<file path="src/rtl/debounce_pkg.sv">
// debounce_pkg -- shared definitions for the debounce_edge block.
//   state_e               : debouncer FSM states (2 bits)
//   DEFAULT_STABLE_CYCLES : default qualification length in clock cycles
//   DEFAULT_LONG_CYCLES   : default long-press hold length in clock cycles
//   cnt_width()           : width needed to hold the values 0..limit
package debounce_pkg;

  typedef enum logic [1:0] {
    S_LOW  = 2'd0,
    S_RISE = 2'd1,
    S_HIGH = 2'd2,
    S_FALL = 2'd3
  } state_e;

  localparam int DEFAULT_STABLE_CYCLES = 16;
  localparam int DEFAULT_LONG_CYCLES   = 1024;

  // Bits needed to represent every value from 0 up to and including limit.
  function automatic int cnt_width(input int limit);
    return (limit < 1) ? 1 : $clog2(limit + 1);
  endfunction

endpackage

</file>
<file path="src/rtl/debounce_edge_sat_counter.sv">
// sat_counter -- up-counter with synchronous clear, count enable and
// saturation at LIMIT.
//   clk   : clock (rising edge)
//   rst_n : asynchronous active-low reset, count returns to 0
//   clr   : clear to 0 on the next edge (has priority over en)
//   en    : count up by one on the next edge unless already at LIMIT
//   count : current count
//   term  : count is at LIMIT
module sat_counter #(
  parameter int WIDTH = 4,
  parameter int LIMIT = 15
) (
  input  logic             clk,
  input  logic             rst_n,
  input  logic             clr,
  input  logic             en,
  output logic [WIDTH-1:0] count,
  output logic             term
);

  localparam logic [WIDTH-1:0] LIMIT_V = WIDTH'(LIMIT);

  logic [WIDTH-1:0] count_q;
  logic [WIDTH-1:0] count_d;

  always_comb begin
    count_d = count_q;
    if (clr) begin
      count_d = '0;
    end else if (en && (count_q != LIMIT_V)) begin
      count_d = count_q + WIDTH'(1);
    end
  end

  always_ff @(posedge clk or negedge rst_n) begin
    if (!rst_n) begin
      count_q <= '0;
    end else begin
      count_q <= count_d;
    end
  end

  assign count = count_q;
  assign term  = (count_q == LIMIT_V);

endmodule

</file>
<file path="src/rtl/debounce_edge.sv">
// debounce_edge -- debouncer and edge detector for an already-synchronised
// level. A new level is accepted only after STABLE_CYCLES consecutive
// samples; the accepted change is reported with a one-cycle pulse.
// Optional long-press detection is built when DEBOUNCE_LONG_PRESS_EN is
// defined.
//   clk        : clock, all logic on the rising edge
//   rst_n      : asynchronous active-low reset
//   sync_in    : synchroniser output, synchronous to clk
//   db_out     : debounced level (registered)
//   rise_pulse : one cycle with the debounced 0->1 change (registered)
//   fall_pulse : one cycle with the debounced 1->0 change (registered)
//   long_press : one cycle after db_out has been high for LONG_CYCLES
//                cycles (only with DEBOUNCE_LONG_PRESS_EN)
module debounce_edge
  import debounce_pkg::*;
#(
  parameter int STABLE_CYCLES = DEFAULT_STABLE_CYCLES,
  parameter int LONG_CYCLES   = DEFAULT_LONG_CYCLES
) (
  input  logic clk,
  input  logic rst_n,
  input  logic sync_in,
  output logic db_out,
  output logic rise_pulse,
  output logic fall_pulse
`ifdef DEBOUNCE_LONG_PRESS_EN
  ,
  output logic long_press
`endif
);

  localparam int CW     = cnt_width(STABLE_CYCLES);
  localparam bit SINGLE = (STABLE_CYCLES == 1);

  // Elaboration-time parameter range checks.
  if (STABLE_CYCLES < 1 || STABLE_CYCLES > 65535) begin : g_bad_stable
    $error("debounce_edge: STABLE_CYCLES out of range 1..65535");
  end
  if (LONG_CYCLES < 1 || LONG_CYCLES > 1048575) begin : g_bad_long
    $error("debounce_edge: LONG_CYCLES out of range 1..2^20-1");
  end

  state_e state_q, state_d;
  logic   db_q, db_d;
  logic   rise_q, rise_d;
  logic   fall_q, fall_d;

  logic          stab_clr;
  logic          stab_en;
  logic          stab_term;
  logic [CW-1:0] stab_cnt;

  // Next-state logic. The stability count equals the number of consecutive
  // samples of the new level seen so far, so reaching STABLE_CYCLES-1 while
  // sampling the new level once more completes qualification.
  always_comb begin
    state_d = state_q;
    db_d    = db_q;
    rise_d  = 1'b0;
    fall_d  = 1'b0;
    unique case (state_q)
      S_LOW: begin
        if (sync_in) begin
          if (SINGLE) begin
            state_d = S_HIGH;
            db_d    = 1'b1;
            rise_d  = 1'b1;
          end else begin
            state_d = S_RISE;
          end
        end
      end
      S_RISE: begin
        if (!sync_in) begin
          state_d = S_LOW;
        end else if (stab_term) begin
          state_d = S_HIGH;
          db_d    = 1'b1;
          rise_d  = 1'b1;
        end
      end
      S_HIGH: begin
        if (!sync_in) begin
          if (SINGLE) begin
            state_d = S_LOW;
            db_d    = 1'b0;
            fall_d  = 1'b1;
          end else begin
            state_d = S_FALL;
          end
        end
      end
      S_FALL: begin
        if (sync_in) begin
          state_d = S_HIGH;
        end else if (stab_term) begin
          state_d = S_LOW;
          db_d    = 1'b0;
          fall_d  = 1'b1;
        end
      end
      default: begin
        state_d = S_LOW;
        db_d    = 1'b0;
      end
    endcase
  end

  // Landing in a stable state (accepted change or bounce) discards any
  // partial count; every other edge is one more qualifying sample.
  assign stab_clr = (state_d == S_LOW) || (state_d == S_HIGH);
  assign stab_en  = !stab_clr;

  sat_counter #(
    .WIDTH (CW),
    .LIMIT (STABLE_CYCLES - 1)
  ) u_stab_cnt (
    .clk   (clk),
    .rst_n (rst_n),
    .clr   (stab_clr),
    .en    (stab_en),
    .count (stab_cnt),
    .term  (stab_term)
  );

  always_ff @(posedge clk or negedge rst_n) begin
    if (!rst_n) begin
      state_q <= S_LOW;
      db_q    <= 1'b0;
      rise_q  <= 1'b0;
      fall_q  <= 1'b0;
    end else begin
      state_q <= state_d;
      db_q    <= db_d;
      rise_q  <= rise_d;
      fall_q  <= fall_d;
    end
  end

  assign db_out     = db_q;
  assign rise_pulse = rise_q;
  assign fall_pulse = fall_q;

`ifdef DEBOUNCE_LONG_PRESS_EN
  localparam int             LW       = cnt_width(LONG_CYCLES);
  localparam logic [LW-1:0]  LONG_PRE = LW'(LONG_CYCLES - 1);

  logic          long_clr;
  logic          long_en;
  logic          long_term;
  logic [LW-1:0] long_cnt;
  logic          long_q, long_d;

  // S_FALL keeps counting so a short low glitch does not restart the hold.
  assign long_en  = (state_q == S_HIGH) || (state_q == S_FALL);
  assign long_clr = rise_d || (state_d == S_LOW);

  sat_counter #(
    .WIDTH (LW),
    .LIMIT (LONG_CYCLES)
  ) u_long_cnt (
    .clk   (clk),
    .rst_n (rst_n),
    .clr   (long_clr),
    .en    (long_en),
    .count (long_cnt),
    .term  (long_term)
  );

  // Fire on the edge where the count steps onto LONG_CYCLES; saturation
  // then holds it there so the pulse cannot repeat in the same high period.
  always_comb begin
    long_d = 1'b0;
    if (long_en && !long_clr && !long_term && (long_cnt == LONG_PRE)) begin
      long_d = 1'b1;
    end
  end

  always_ff @(posedge clk or negedge rst_n) begin
    if (!rst_n) begin
      long_q <= 1'b0;
    end else begin
      long_q <= long_d;
    end
  end

  assign long_press = long_q;
`endif

endmodule

</file>
<file path="config.mk">
export PLATFORM = sky130hd
export DESIGN_NAME = debounce_edge
export DESIGN_NICKNAME = d
export VERILOG_FILES = /design/src/rtl/debounce_pkg.sv /design/src/rtl/debounce_edge_sat_counter.sv /design/src/rtl/debounce_edge.sv
export SDC_FILE = /design/constraint.sdc
export NUM_CORES = 1
export LEC_CHECK = 0
export BUFFER_PORTS_ARGS = -buffer_cell sky130_fd_sc_hd__buf_2
export CORE_ASPECT_RATIO = 0.9
export CORE_UTILIZATION = 30
export DETAILED_ROUTE_END_ITERATION = 12
export GPL_TIMING_DRIVEN = 0
export REMOVE_ABC_BUFFERS = 1
export SYNTH_ARGS = -nofsm -noshare
export SYNTH_HDL_FRONTEND = slang
export SYNTH_HIERARCHICAL = 1
export SYNTH_SLANG_ARGS = --single-unit
</file>
<file path="constraint.sdc">
create_clock -name clk -period 2.2 [get_ports clk]
set_input_delay 0.55 -clock clk [delete_from_list [all_inputs] [get_ports clk]]
set_output_delay 0.55 -clock clk [all_outputs]
set_load 0.02 [all_outputs]
</file>
**After elaboration in Yosys (flattened, before gate mapping)**

Index checks and enable logic that the tools add are counted.

- Output and inout port bits: 3
- Word-level logic and storage cells: 43
- Bits of input ports: 3
- Bits in registers: 10

- Add/subtract/negate cells: 1
- Reductions and logical operators: 8
- Muxes and demuxes: 19
- Equality and inequality tests: 10

Operators by type and width:

| kind | number |
|---|---|
| $mux 2 | 6 |
| $mux 5 | 2 |
| $mux 1 | 9 |
| $ne 2x2->1 const B | 4 |
| $pmux 2 s4 | 1 |
| $eq 2x2->1 const B | 3 |
| $add 5x1->5 const B | 1 |
| $eq 5x4->1 const B | 1 |
| $ne 5x4->1 const B | 1 |
| $reduce_and 5->1 | 1 |
| $logic_not 2->1 | 2 |
| $reduce_bool 2->1 | 2 |
| $eq 2x1->1 const B | 1 |
| $pmux 1 s2 | 1 |
| $logic_and 1x1->1 | 1 |
| $logic_not 1->1 | 1 |
| $logic_or 1x1->1 | 1 |

**Logic depth before layout (Yosys ltp)**

Gate-level depths: netlist of run 1.

- Word-level depth: 10
- Depth in mapped cells: 7
- Gate-level depth less buffers: 7

**Modules after synthesis**

Netlist of run 1, hierarchy kept.

By module, submodules not included:

| module | sequential area each (µm²) | instances | area an instance (µm²) | cells each |
|---|---|---|---|---|
| sat_counter | 125.1 | 1 | 260.2 | 23 |
| debounce_edge | 125.1 | 1 | 192.7 | 18 |

**Least setup slack after synthesis of run 1**

Ideal clock, no wire load.

- Path type: register -> register
- From: reg u_stab_cnt.count_q[0], in the netlist u_stab_cnt/count[0]
- To: reg u_stab_cnt.count_q[3], in the netlist u_stab_cnt/count[3]
- Setup time: 127 ps
- Arrival: 1,820 ps
- Path buffers: 0
- Stages on the path, launching flop included: 8
- Setup slack: 253 ps
- Period minus slack after synthesis: 1,947 ps
- Required time: 2,073 ps
- Path through: dfrtp_1 ha_1 and3_1 ha_1 a21oi_1 nor2b_4 nand4_1 mux2_1

- Longest elaborated chain between the ends: 9
- Elaborated cells on any way between the ends: 16

Ends and longest elaborated chain:

| what | line | RTL |
|---|---|---|
| start: declaration | debounce_edge_sat_counter.sv:23 | `logic [WIDTH-1:0] count_q;` |
| start signal: assignment | debounce_edge_sat_counter.sv:39 | `count_q <= count_d;` |
| $eq 5x4->1 * | debounce_edge_sat_counter.sv:44 | `assign term = (count_q == LIMIT_V);` |
| net stab_term | debounce_edge.sv:50 | `logic stab_term;` |
| $mux 2 (on tied branches) | debounce_edge.sv:96, debounce_edge.sv:76 |  |
| $mux 2 (on tied branches) | debounce_edge.sv:94, debounce_edge.sv:74 |  |
| $pmux 2 s4 * | debounce_edge.sv:61 | `unique case (state_q)` |
| $eq 2x2->1 / $logic_not 2->1 (equally long branches) | debounce_edge.sv:111 | `assign stab_clr = (state_d == S_LOW) \|\| (state_d == S_HIGH);` |
| $logic_or 1x1->1 * | debounce_edge.sv:111 |  |
| $logic_not 1->1 * | debounce_edge.sv:112 | `assign stab_en = !stab_clr;` |
| net stab_en | debounce_edge.sv:49 | `logic stab_en;` |
| $logic_and 1x1->1 * | debounce_edge_sat_counter.sv:30 | `end else if (en && (count_q != LIMIT_V)) begin` |
| $reduce_bool 2->1 (no source line) * | - |  |

The timed path passes the listed nets; every way through them passes the cells marked *. The select of a mux whose other input is x is not followed.
A chain may end at the register's enable or synchronous reset.

**Worst setup path after layout of run 1**

Ends and elaborated chain as after synthesis.

==> impl_summary.md, run 1 <==
Critical path
Data arrives at the worst endpoint at around 2.3 ns. The worst setup path is captured at a flip-flop. Following the worst setup path forward leads to its endpoint at u_stab_cnt/count[3].

The required time at the worst-slack endpoint is about 2.3 ns. In this run the register-to-register setup slack is 0.09 ns. The worst setup path is launched from a flip-flop. The startpoint of the most critical register-to-register path is u_stab_cnt/count[0]. The critical path starts at u_stab_cnt/count[0]. Along the worst path, the maximum fanout reaches 6.

The worst setup path is of the flip-flop to flip-flop kind. The worst register-to-register path has a depth of 7. The capture point of the worst reg-to-reg path is u_stab_cnt/count[3].

Logic synthesis
The mapped netlist covers 452.9 µm². Synthesis inferred 10 register bits. The synthesized netlist contains 22 unique library cells. During synthesis, Yosys emitted a total of 6 warnings. The cell count after synthesis is around 40. The synthesized area per cell is around 11 µm². Sequential cells were found to cover about 55% of the synthesized design area.

STA
For the finished layout, the period the worst path requires is 2.114 ns. Dividing the final minimum period by the clock period gives 96.08%. The worst max-slew margin expressed relative to the limit is 79.06%.

The count of endpoints failing hold in the final timing report came to 0. For this run, the top clock speed supported by timing is 473.1 MHz. The worst setup skew after layout is between 0.006 and 0.007 ns. The worst hold slack after final layout is 0.1347 ns. The final-report setup violation count is 0. The number of pins with negative max-slew slack in the final report is 0. The worst-margin pin slew is 0.3119 ns.

Power
VDD sags by at most 0.0004022 V. Power comes to 0.3404 mW. The analysis attributes to cell leakage a power of 0.2709 nW. Power spread over the standard cell area amounts to around 650 nW/µm².

GRT
Entering global routing, the biggest net connects 11 pins. The via count of the first global-routing pass is around 300. The overall track demand over capacity in global routing is 10.39%. Global routing finished with a remaining overflow of 0. The first global-routing pass estimated 1214 µm of wire.

The number of antenna violations at the first check in global routing came to 0.

Die
The die outline area is ~1700 µm². The number of top-level pins is 6. For this configuration, the core starts out at a cell density of 34.28%.

The total area inside the core boundary comes to 1321 µm². The number of cell rows is 12. From left edge to right edge, the die measures roughly 43 µm. The die height is a little under 40 µm.

Layout
The net count of the finished layout is 56. The fraction of layout instances using a drive strength above 1 is 24.49%. The total of fill cells in the finished design is 136.

Registers take 250.2 µm². The multi-input gate area in the final layout is 195.2 µm². The repair_antennas step left the layout with diodes totalling 0.

The synthesis-to-layout area growth is 15.19%. The summed area of non-filler cells in the final layout is 521.8 µm².

Clocking
After clock tree synthesis, the setup repair step added 0 buffers. Counting every sink on the clock net gives 10. The number of buffers created by CTS is 3. The deepest clock path buffer count is 2. The maximum level of the CTS H-tree is 1. TritonCTS built the clock tree. The clock transition time at the flip-flop clock pins of the worst setup and hold paths is 0.06 ns. The clock root buffer is sky130_fd_sc_hd__clkbuf_4. At the later pin of the worst-skew pair, clock insertion delay measures 0.26 ns.

Placed design
The HPWL after detailed placement is 517.8 µm. Port buffering added 5 buffers. The final weighted congestion of routability-driven global placement is between 0.7 and 0.8.

The placed standard-cell area is 495.5 µm².

Min path
The class of the tightest hold or removal check is primary input to async pin.

Drt
In the routed design, unresolved DRC markers number 0. In this run, the number of DRC markers left after iteration 0 of detailed routing was 6. The average wire length per cell after detail routing is 11.44 µm. The count of nets left with antenna violations once routing finished came out at 0. The mean number of vias per cell is 4.778.

The first detailed-routing pass ran for 4 iterations. Summed over all layers, the routed wires come to 721 µm. The via count is 301.

Run
The number of violations of the max-capacitance limit is 0.

Outcome
The run finished with clean final reports.
[flip-flops by register name, indices dropped and copies added (netlist names)]
name and cells:
u_stab_cnt/count 5, state_q 2, db_out 1, fall_pulse 1
rise_pulse 1
[area by class of cell]
type                            instances  area share [%]
Inverter                                3           2.158
Sequential cell                        10           47.96
Timing Repair Buffer                    5           4.796
Tap cell                               14           3.357
Multi-Input combinational cell         28           37.41
Clock buffer                            3           4.317
[per-layer routing]
metal	global-route usage, %	wire (µm)	share of wire [%]
met3	4.206	30	4.2
met4	4.545	0	0
met1	13.83	358	50
met5	0	0	0
met2	14.77	332	46
[kinds of logic (layout without fill, tap and decap cells)]
logic type,count (synthesis),after routing,share of synthesized area (%)
buffers and inverters,3,11,2.486
flip-flops,10,10,55.25
XOR/XNOR,3,3,5.802
AO/OA/AOI/OAI,5,5,7.458
adder cells (fa/ha/maj),2,2,5.524
multiplexers,2,2,4.696
AND/OR/NAND/NOR,16,16,18.78
[metrics by stage]
| step | TNS, ns | setup slack (ns) | util, % | std cells |
|---|---|---|---|---|
| 3_3_place_gp | 0 | 0.1008 | 37.50 | 60 |
| 5_1_grt | -0.001118 | -0.001118 | 39.49 | 63 |
| 2_1_floorplan | 0 | 0.2526 | - | 41 |
| 4_1_cts | 0 | 0.07032 | 39.20 | 63 |
| 3_5_place_dp | 0 | 0.09977 | 37.50 | 60 |
| 6_report | 0 | 0.08621 | 39.49 | 63 |
[cells in the mapped netlist]
cell                       count  area share (%)
sky130_fd_sc_hd__a211oi_1      1             1.7
sky130_fd_sc_hd__a21oi_1       1             1.1
sky130_fd_sc_hd__a21oi_2       1             1.9
sky130_fd_sc_hd__and2b_1       1             1.7
sky130_fd_sc_hd__and3_1        1             1.4
sky130_fd_sc_hd__dfrtp_1      10              55
sky130_fd_sc_hd__ha_1          2             5.5
sky130_fd_sc_hd__inv_1         2             1.7
sky130_fd_sc_hd__inv_2         1            0.83
sky130_fd_sc_hd__mux2_1        1             2.5
sky130_fd_sc_hd__mux2i_1       1             2.2
sky130_fd_sc_hd__nand2_1       3             2.5
sky130_fd_sc_hd__nand3_1       1             1.1
sky130_fd_sc_hd__nand3b_1      1             1.7
sky130_fd_sc_hd__nand4_1       1             1.4
sky130_fd_sc_hd__nor2_1        6             5.0
sky130_fd_sc_hd__nor2b_4       1             3.0
sky130_fd_sc_hd__nor3_1        1             1.1
sky130_fd_sc_hd__o21ai_1       1             1.1
sky130_fd_sc_hd__o31ai_1       1             1.7
sky130_fd_sc_hd__xnor2_1       2             3.9
sky130_fd_sc_hd__xor2_1        1             1.9
[critical path, stage by stage (launching register included)]
cell and delay (ns):
sky130_fd_sc_hd__dfrtp_1 0.41, sky130_fd_sc_hd__ha_1 0.23, sky130_fd_sc_hd__and3_1 0.17, sky130_fd_sc_hd__ha_1 0.29, sky130_fd_sc_hd__a21oi_2 0.21, sky130_fd_sc_hd__nor2b_4 0.23, sky130_fd_sc_hd__nand4_1 0.13, sky130_fd_sc_hd__mux2_1 0.32
[cell usage in the layout (no fill, tap or decap), types with 2 or more instances in the layout]
master | Yosys | layout
sky130_fd_sc_hd__inv_1 | 2 | 2
sky130_fd_sc_hd__a21oi_2 | 1 | 2
sky130_fd_sc_hd__nand2_1 | 3 | 3
sky130_fd_sc_hd__buf_2 | 0 | 5
sky130_fd_sc_hd__clkbuf_4 | 0 | 3
sky130_fd_sc_hd__xnor2_1 | 2 | 2
sky130_fd_sc_hd__ha_1 | 2 | 2
sky130_fd_sc_hd__nor2_1 | 6 | 6
sky130_fd_sc_hd__dfrtp_1 | 10 | 10
[worst min-delay path by stage]
stage               start  slack, ns  cells past startpoint          to
floorplan           rst_n       0.25                      0      db_out
global placement    rst_n       0.42                      1  state_q[1]
detailed placement  rst_n       0.42                      1  state_q[1]
CTS                 rst_n       0.14                      1      db_out
global route        rst_n       0.14                      1      db_out
finish              rst_n       0.13                      1      db_out
[power breakdown]
part           total (mW)  leakage [nW]  internal, mW  switching (mW)
combinational      0.0261         0.127        0.0113          0.0148
sequential          0.195         0.130         0.190         0.00525
clock               0.119        0.0138        0.0629          0.0564
[timing repair]
item	4_1_cts	5_1_grt
hold buffers	0	0
resized for setup	0	1
endpoints found under the setup margin	0	1
No activity file was read; power rests on OpenSTA's default activity.
==> inputs of run 2 (changes only) <==
- PLACE_DENSITY_LB_ADDON: not set -> 0.08
- REMOVE_ABC_BUFFERS: 1 -> not set
==> run 2 against run 1 <==
  * First-iteration DRC count fell by 50%
  * Cell count grew 1.6%
  * Core utilization is 1.0 points higher
  * Fmax is 3.2% higher
  * Clock skew decreased by 0.0057 ns
  * Power is 12% higher
  * Via count up 3.7%
  * Critical endpoint unchanged
  * Largest power group unchanged
==> impl_summary.md, run 2 (synthesis gave the netlist of run 1 again) <==
Layout
Leaving out fill and tap cells, the most frequent cells in the layout are 10 x sky130_fd_sc_hd__dfrtp_1, 6 x sky130_fd_sc_hd__nor2_1, 5 x sky130_fd_sc_hd__buf_2. The final cell count without fillers is 64 (+1.6%). The summed area of non-filler cells in the final layout is 535.5 µm² (+2.6%).

The synthesis-to-layout area growth is 18.23%. The antenna diode count was 0 (unchanged). The utilization after layout was 40.53% (+1.0 points).

The net count of the finished layout was 56 (unchanged). The number of flip-flops under the largest register name is 5 (unchanged). The fraction of layout instances using a drive strength above 1 is 26.00% (+1.5 points).

Leaving out fill and tap cells, the most frequent cell in the layout is sky130_fd_sc_hd__dfrtp_1.

Drt
The via count came to 312 (+3.7%). The remaining antenna violation count after routing was 0 (unchanged). The detailed-router iteration count before antenna repair is 3 (-1). The mean number of vias per cell came to 4.875 (+2.0%). The number of design-rule violations left by the first detailed-router iteration is 3 (-3). The average wire length per cell after detail routing was 11.58 µm (+1.2%). The number of design rule violations left after detail routing is 0 (unchanged). The overall routed net length came to 741 µm (+2.8%).

Power
The combinational group share of total power was 6.8% (-0.9 points). The switching fraction of total power is 21.03% (-1.4 points). The cell leakage power is 0.2781 nW (+2.7%). The net switching power of the design is 0.08027 mW (+5.0%). The maximum resistive drop on vdd is 0.0003484 V (-13%). The total power per unit cell area is 712.8 nW/µm² (+9.3%). The cell-internal power is 0.3014 mW (+14%). The clock share of power is 42.1% (+7.1 points). The part of the total power dissipated in sequential elements is 51.1% (-6.2 points).

Outcome
The run finished with clean final reports.

Placed design
The final weighted congestion of routability-driven global placement is 0.7794 (+5.5%). The post-placement setup slack is 0.1026 ns (+0.002798 ns). The placed standard-cell area came to 495.5 µm² (unchanged). The placed wire-length estimate was 585.6 µm (+13%). The instance count after placement with tap cells included came to 60 (unchanged). The number of I/O port buffers was 5 (unchanged).

Die
The number of top-level pins is 6 (unchanged). The die outline width is 42.96 µm (unchanged). The number of cell rows is 12 (unchanged). The die outline area is 1669 µm² (unchanged). The initial cell density of the core is 34.28% (unchanged). The floorplan core area is 1321 µm² (unchanged). The die height was 38.86 µm (unchanged).

Clocking
The deepest clock path buffer count is 2 (unchanged). The clock root buffer is sky130_fd_sc_hd__clkbuf_4. The post-CTS setup buffer count was 0 (unchanged). The clock transition time at the flip-flop clock pins of the worst setup and hold paths is 0.06 ns (about the same). The number of clock sinks came to 10 (unchanged).

The hold buffer count at CTS was 0 (unchanged). The maximum level of the CTS H-tree is 1 (unchanged). The number of buffers created by CTS came to 3 (unchanged).

The clock insertion delay at the later pin of the skew report came to 0.26 ns (about the same). TritonCTS built the clock tree.

STA
The worst-margin pin slew is 0.2896 ns (-0.02226 ns). The final-report setup violation count was 0 (unchanged). The clock period minus worst slack is 2.048 ns (-0.06552 ns). The worst setup skew after layout is 0.0007607 ns (-0.005712 ns). The worst max-slew margin expressed relative to the limit is 80.69% (+1.6 points). The final critical-path share of the clock period is 93.10% (-3.0 points). The final worst slack came to 0.1517 ns (+0.06552 ns).

The maximum frequency from static timing analysis is 488.2 MHz (+3.2%). The count of endpoints failing hold in the final timing report came to 0 (unchanged). The final-layout setup total negative slack was 0 ns (unchanged). Setup repair after global routing left no endpoint under its margin. The number of pins with negative max-slew slack in the final report is 0 (unchanged).

GRT
The final global-route overflow total was 0 (unchanged). The first-pass GRT wire length is 1483 µm (+22%). The via count of the first global-routing pass came to 352 (+16%). The overall track demand over capacity in global routing is 12.91% (+2.5 points).

The number of antenna violations at the first check in global routing is 0 (unchanged). The maximum number of pins on one net before global-route repair is 11 (unchanged).

Critical path
The signal on the critical path passes through ha_1, and3_1, ha_1, a21oi_2, nor2b_4, nand4_1, mux2_1. The highest net fanout along the worst path is 6 (unchanged). The data arrival time at the worst-slack endpoint is 2.19 ns (-0.06 ns). The critical-path cell with the highest stage delay is sky130_fd_sc_hd__dfrtp_1. The maximum cell stage delay along the critical path is 0.41 ns (about the same). The required time at the worst-slack endpoint is 2.35 ns (about the same).

The startpoint-to-endpoint class of the critical path is flip-flop to flip-flop. The sort of element at the end of the critical path is a flip-flop. The kind of cell adding the most delay to the critical path is simple AND/OR/NAND/NOR gates. The combined buffer and inverter count along the critical path is 0 (unchanged). The library cell appearing most often on the critical path is sky130_fd_sc_hd__ha_1.

The worst setup path is launched from a flip-flop.

Run
The number of violations of the max-capacitance limit came to 0 (unchanged).

Min path
The class of the tightest hold or removal check is primary input to async pin.

Logic synthesis
The number of nets in the synthesized netlist is 46.
==> run 2: cell count changes in the layout (fill, tap and decap cells not counted) <==
cell,change
sky130_fd_sc_hd__clkbuf_8,+1
==> run 2: cell type report <==
class	instances	area [µm²]
fill	138	785.8
tap	14	17.52
multi-input combinational	28	195.2
clock buffer	4	36.28
inverter	3	11.26
timing repair buffer	5	25.02
sequential	10	250.2
==> run 2: routing by layer <==
layer  track usage (%)  wire (µm)
met1             12.89        338
met2             22.35        342
met3             9.346         60
met4             2.273          0
met5                 0          0
==> run 2: power groups by stage <==
stage                     clock [mW]  combinational (mW)  sequential [mW]
after CTS                      0.170              0.0264            0.195
after global placement             0              0.0249            0.198
after global routing           0.185              0.0310            0.196
after floorplan                    0              0.0170            0.197
after detailed placement           0              0.0261            0.198
final                          0.161              0.0261            0.195
==> run 2: worst paths after layout <==
kind | startpoint | to | slack (ns) | cells after the start
min reg2reg | db_out | db_out | 0.51 | 2
max | u_stab_cnt/count[0] | u_stab_cnt/count[3] | 0.15 | 7
min in group clk | sync_in | fall_pulse | 0.50 | 2
max in group asynchronous | rst_n | u_stab_cnt/count[1] | 1.87 | 1
min | rst_n | db_out | 0.14 | 1
max reg2reg | u_stab_cnt/count[0] | u_stab_cnt/count[3] | 0.15 | 7
==> run 2: repair_timing <==
item	CTS	global route
resized for setup	0	1
setup endpoints to repair	0	1
hold endpoints to repair	0	0
==> run 2: metrics by stage <==
stage	power [mW]	hold WS [ns]
floorplan	0.2142	0.2544
global placement	0.2229	0.4187
detailed placement	0.2245	0.4254
CTS	0.3911	0.1351
global route	0.4114	0.1328
finish	0.3817	0.1376
